$ cat src/rtl/hazard_ctrl.sv
// Pipeline hazard controller: memory-wait, branch-flush and load-use stall decode.
// Optional perf counters (stall_cnt, flush_cnt) are enabled by defining HAZ_PERF_CNT_EN.
module hazard_ctrl (
    input  logic       clk,
    input  logic       rst,
    input  logic [4:0] id_rs1,
    input  logic [4:0] id_rs2,
    input  logic       id_use_rs1,
    input  logic       id_use_rs2,
    input  logic       ex_memR,
    input  logic [4:0] ex_rd,
    input  logic       ex_branch_taken,
    input  logic       mem_access,
    input  logic       dmem_ready,
    output logic       pc_write,
    output logic       ifid_write,
    output logic       idex_write,
    output logic       exmem_write,
    output logic       ifid_flush,
    output logic       flush_hd,
    output logic [1:0] state_o,
    output logic       mem_timeout
`ifdef HAZ_PERF_CNT_EN
    ,
    output logic [31:0] stall_cnt,
    output logic [31:0] flush_cnt
`endif
);

    typedef enum logic [1:0] {
        StRun     = 2'b00,
        StMemWait = 2'b01
    } state_e;

    state_e     state_q, state_d;
    logic [7:0] wait_cnt_q, wait_cnt_d;
    logic       mem_timeout_q;

    logic mem_stall;
    logic load_use;
    logic branch_flush;

    // Unused encodings never stall here; they fall back to StRun on the next edge.
    assign mem_stall = (state_q == StMemWait) ||
                       ((state_q == StRun) && mem_access && !dmem_ready);

    assign load_use = ex_memR && (ex_rd != 5'd0) &&
                      ((id_use_rs1 && (id_rs1 == ex_rd)) ||
                       (id_use_rs2 && (id_rs2 == ex_rd)));

    assign branch_flush = !mem_stall && ex_branch_taken;

    always_comb begin
        state_d = StRun;
        case (state_q)
            StRun:     state_d = (mem_access && !dmem_ready) ? StMemWait : StRun;
            StMemWait: state_d = dmem_ready ? StRun : StMemWait;
            default:   state_d = StRun;
        endcase
    end

    always_comb begin
        wait_cnt_d = 8'd0;
        if (state_q == StMemWait) begin
            wait_cnt_d = (wait_cnt_q == 8'hff) ? wait_cnt_q : wait_cnt_q + 8'd1;
        end
    end

    always_ff @(posedge clk or negedge rst) begin
        if (!rst) begin
            state_q       <= StRun;
            wait_cnt_q    <= 8'd0;
            mem_timeout_q <= 1'b0;
        end else begin
            state_q    <= state_d;
            wait_cnt_q <= wait_cnt_d;
            if ((state_q == StMemWait) && (wait_cnt_q == 8'hff)) begin
                mem_timeout_q <= 1'b1;
            end
        end
    end

    // Priority: memory wait, then branch flush, then load-use bubble.
    always_comb begin
        pc_write    = 1'b1;
        ifid_write  = 1'b1;
        idex_write  = 1'b1;
        exmem_write = 1'b1;
        ifid_flush  = 1'b0;
        flush_hd    = 1'b0;
        if (mem_stall) begin
            pc_write    = 1'b0;
            ifid_write  = 1'b0;
            idex_write  = 1'b0;
            exmem_write = 1'b0;
        end else if (ex_branch_taken) begin
            ifid_flush = 1'b1;
            flush_hd   = 1'b1;
        end else if (load_use) begin
            pc_write   = 1'b0;
            ifid_write = 1'b0;
            flush_hd   = 1'b1;
        end
    end

    assign state_o     = state_q;
    assign mem_timeout = mem_timeout_q;

`ifdef HAZ_PERF_CNT_EN
    logic [31:0] stall_cnt_q, flush_cnt_q;

    always_ff @(posedge clk or negedge rst) begin
        if (!rst) begin
            stall_cnt_q <= 32'd0;
            flush_cnt_q <= 32'd0;
        end else begin
            if (!pc_write) begin
                stall_cnt_q <= stall_cnt_q + 32'd1;
            end
            if (branch_flush) begin
                flush_cnt_q <= flush_cnt_q + 32'd1;
            end
        end
    end

    assign stall_cnt = stall_cnt_q;
    assign flush_cnt = flush_cnt_q;
`else
    logic unused_branch_flush;
    assign unused_branch_flush = branch_flush;
`endif

endmodule

$ cat config.mk
export PLATFORM = sky130hd
export DESIGN_NAME = hazard_ctrl
export DESIGN_NICKNAME = d
export VERILOG_FILES = /design/src/rtl/hazard_ctrl.sv
export SDC_FILE = /design/constraint.sdc
export NUM_CORES = 1
export LEC_CHECK = 0
export CAP_MARGIN = 25
export CELL_PAD_IN_SITES_DETAIL_PLACEMENT = 1
export CELL_PAD_IN_SITES_GLOBAL_PLACEMENT = 1
export CORE_MARGIN = 2
export CORE_UTILIZATION = 42
export DETAILED_ROUTE_END_ITERATION = 12
export DONT_BUFFER_PORTS = 1
export PLACE_DENSITY_LB_ADDON = 0.1
export SYNTH_ARGS = -nofsm -noshare
export SYNTH_HDL_FRONTEND = slang
export SYNTH_SLANG_ARGS = --single-unit
$ cat constraint.sdc
create_clock -name clk -period 2.88 [get_ports clk]
set_input_delay 0.864 -clock clk [delete_from_list [all_inputs] [get_ports clk]]
set_output_delay 0.864 -clock clk [all_outputs]
set_load 0.02 [all_outputs]
### Yosys cells after proc, flatten, opt, wreduce, memory -nomap -nowiden

Cells that the tools add are included.

| storage, ports and cells | value |
|---|---|
| register bits | 11 |
| latch bits | 0 |
| RAM bits | 0 |
| ROM bits | 0 |
| bits of input ports | 23 |
| output and inout bits | 9 |
| word-level logic and storage cells | 36 |
| memories kept | 0 |

| cells by class | value |
|---|---|
| add/sub/neg operators | 1 |
| multipliers | 0 |
| divide/modulo/power cells | 0 |
| magnitude comparators | 0 |
| equality and inequality tests | 5 |
| shift-type cells | 0 |
| muxes and demuxes | 14 |
| bitwise gates (word level) | 0 |
| reductions and logical operators | 13 |

Operator list:

| cell | count |
|---|---|
| 8-bit two-way mux | 2 |
| 1-bit two-way mux | 11 |
| 5-bit == test | 2 |
| 8-bit by 1-bit adder with 8-bit output, second input constant | 1 |
| 8-bit == test, second input constant | 1 |
| 1-bit logical AND | 8 |
| 5-bit nonzero test | 1 |
| 2-bit by 1-bit == test with 1-bit output, second input constant | 1 |
| 2-bit logical NOT | 1 |
| 1-bit logical OR | 2 |
| 2-bit != test, second input constant | 1 |
| 1-bit case mux with 2 select lines | 1 |
| 1-bit logical NOT | 1 |

### Depth between registers and ports, before layout

| depth | value |
|---|---|
| depth in word-level cells | 7 |
| depth in mapped cells | 5 |
| depth with buffers taken out | 5 |

### Worst setup path after synthesis

No wires, ideal clock.

| timing path | value |
|---|---|
| path type | input -> output |
| start | in ex_rd[1] |
| end | out pc_write |
| arrival time | 1.992 ns |
| required time | 2.016 ns |
| setup slack | 0.024 ns |
| cell stages on the path | 4 |
| buffers on the path | 1 |
| cells stage by stage | or4_1 o21ai_0 o31a_1 buf_4 |

| on the way | value |
|---|---|
| cells in the longest elaborated chain, start to end | 7 |
| elaborated cells on any way between the ends | 11 |
| those cells by class | 2 x eq/ne; 3 x mux; 6 x reduce/logical |

Ends and longest elaborated chain:

| what | line | RTL |
|---|---|---|
| from (decl) | 11 | `input logic [4:0] ex_rd,` |
| 5-bit == test (on tied branches) | 48, 49 |  |
| 1-bit logical AND (on tied branches) | 48, 49 |  |
| 1-bit logical OR | 48 | `((id_use_rs1 && (id_rs1 == ex_rd)) \|\|` |
| 1-bit logical AND * | 47 | `assign load_use = ex_memR && (ex_rd != 5'd0) &&` |
| 1-bit two-way mux * (3 in a row) | - |  |
| to (decl) | 15 | `output logic pc_write,` |

Every way passes the cells marked *; elsewhere a longest branch is shown, timed or not.

### Worst setup path in the final report

| timing path | value |
|---|---|
| start | in ex_rd[3] |
| end | out pc_write |

The elaborated chain is that of the path after synthesis.

==> flow_summary.ini <==
[run_status]
outcome = finished clean

[synthesis]
syn_avg_cell_area_um2 = 9.26
synth-seq-cells = 10
seq_area_frac_synth_pct = 36.0
synth.area.top_cells = dfrtp_1 36%, xor2_1 10%, xnor2_1 7.6%
synth_largest_area_cell = dfrtp_1
synth_fp_nets = 99
syn_inst = 75
syn_area_um2 = 694
ys_types = 30
synth.top_cell.area_share_pct = 36.0
yosys_warnings = 0

[route]
detail_route.wl_per_cell_um = 13.9
wl_um = 1290
dr.pass1.iters = 2
viasPerCell = 5.77
vias = 537
ant_nets = 0
dr.first_iter.drc_count = 3
drc = 0

[finish]
areaGrowthSynthToFinish_pct = 5.77
postLayoutCoreUtil_pct = 48.2
diodes = 0
nFillCells = 187
drive_gt1_share_pct = 13.0
nets = 103

[power]
irDropWorstVdd_uv = 169
power_density_mw_per_mm2 = 394
p_leak_nw = 0.312

[sta]
finalCriticalPeriod_ps = 2780
maxSlewViolCount = 0
tns_ps = 0
setup_viol = 0
fmax_mhz = 360
finalHoldViolCount = 0
rsz0062_at_grt = false
skew_ps = 4.52
fin_crit_sh_pct = 96.6

[setup_path]
end_kind = output pin
path_buf_inv = 1
cp_slowest_cell = o31a_1
r2r-start = wait_cnt_q[0]$_DFFE_PN0N_
worstPathCellList = xor2_1 -> nor4_2 -> a32oi_1 -> o31a_1 -> buf_12
arrival_ps = 1920
reg2regPathDepth = 5
critPathLaunchType = input port
critical-path-top-delay-family = compound AO/OA/AOI/OAI gates
slowest_delay_ps = 330
r2r-end = wait_cnt_q[5]$_DFFE_PN0N_
crit_fanout = 3
rrSetupSlack_ps = 1360
path_class = in -> out
cp_data_required_time_ps = 2020

[global_route]
grt_overflow = 0
grt_max_degree = 11
grt_use_total_pct = 15.7
first_global_vias = 547
antenna_found_initial = 0
grt_pass1_wl_um = 2260

[placed_design]
port_buffers = 0
hpwl_um = 1050
gp_congestion = 0.718

[clock_network]
clk_latency_ps = 250
path_clk_slew_ps = 60
cts_tree = yes
cts_setup_buffers = 0
root_buffer = clkbuf_4
htree_levels = 1
cts_resized = 0
holdBufCountCts = 0
clkSinkCount = 10
cts_buffer_depth = 2
numCtsBuffers = 3

[floorplanning]
row_count = 14
dieArea_mm2 = 0.00199
core_mm2 = 0.00152
die_w_um = 44.7
die_h_um = 44.7
ioPinCount = 32
initial_core_util_pct = 45.6

[run]
drv_cap = 0

[worst_hold_path]
hold_path.class = in -> async
## through the flow
stage	setup slack, ps	instance area, um^2	power (W)	std cells	hold WS (ps)
2_1_floorplan	24.4	694	0.000191	75	440
3_3_place_gp	90.4	712	0.000202	90	467
3_5_place_dp	80.6	712	0.000202	90	481
4_1_cts	80.6	734	0.000296	93	289
5_1_grt	44.0	734	0.000305	93	284
6_report	98.9	734	0.000290	93	298
## state kept, by name (all words and copies together), names as in the netlist
name         flops
mem_timeout      1
state_o          1
wait_cnt_q       8
## placed cells by master (no fill, tap or decap), types with 2 or more instances in the layout
cell / netlist / routed
o21ai_0: 2 / 2
mux2i_1: 2 / 2
xnor2_1: 6 / 6
nand2_1: 3 / 3
nor2_1: 11 / 11
inv_1: 2 / 2
nand3_1: 4 / 4
clkbuf_4: 0 / 3
buf_4: 3 / 3
a21oi_1: 3 / 3
o21bai_1: 2 / 2
xor2_1: 8 / 8
dfrtp_1: 10 / 10
## logic make-up (layout without fill, tap and decap cells)
logic type / after synthesis / in the layout / share of synthesized area, %
adders and majority gates: 1 / 1 / 1.80
buffers and inverters: 7 / 9 / 7.57
and+or+nand+nor: 27 / 27 / 20.0
xor gates and xnor gates: 14 / 14 / 17.7
muxes: 2 / 2 / 2.88
AOI/OAI and AO/OA: 13 / 13 / 13.5
other: 1 / 1 / 0.540
DFF: 10 / 10 / 36.0
## Yosys cell counts
| cell type | instances |
|---|---|
| nor2_1 | 11 |
| dfrtp_1 | 10 |
| xor2_1 | 8 |
| xnor2_1 | 6 |
| nand3_1 | 4 |
| a21oi_1 | 3 |
| buf_4 | 3 |
| nand2_1 | 3 |
| buf_6 | 2 |
| inv_1 | 2 |
| mux2i_1 | 2 |
| o21ai_0 | 2 |
| o21bai_1 | 2 |
| a211oi_1 | 1 |
| a311oi_2 | 1 |
| a31oi_1 | 1 |
| a32oi_1 | 1 |
| and2_0 | 1 |
| and2_1 | 1 |
| and2_2 | 1 |
| and4_1 | 1 |
| conb_1 | 1 |
| ha_1 | 1 |
| nand4_1 | 1 |
| nor3_1 | 1 |
| nor4_1 | 1 |
| nor4_2 | 1 |
| o211ai_1 | 1 |
| o31a_1 | 1 |
| or4_1 | 1 |
## how the worst max path moves through the flow
stage,start,endpoint,depth (start not counted)
finish,ex_rd[3],pc_write,5
global placement,ex_rd[3],pc_write,5
global route,ex_rd[1],ifid_write,4
floorplan,ex_rd[1],pc_write,4
CTS,ex_rd[3],pc_write,5
detailed placement,ex_rd[3],pc_write,5
## area by class of cell
type | instances | area (um^2) | share of cell area [%]
inverters | 2 | 7.51 | 1.02
repair buffers | 4 | 42.5 | 5.79
multi-input cells | 58 | 392 | 53.3
clock buffers | 3 | 22.5 | 3.07
flip-flops and latches | 10 | 250 | 34.1
well taps | 16 | 20.0 | 2.73
## power breakdown
group | internal [W] | switching [W]
clock network | 0.0000480 | 0.0000431
logic | 0.0000232 | 0.0000263
registers | 0.000144 | 0.00000540
## per-layer routing
layer | track usage [%] | vias up | share of wire (%)
met5 | 0 | - | 0
met4 | 10.9 | 0 | 2.1
met3 | 1.63 | 2 | 6.4
met2 | 22.6 | 21 | 47
met1 | 21.7 | 250 | 44
li1 | - | 264 | -
Power figures use the tool's default switching activity.
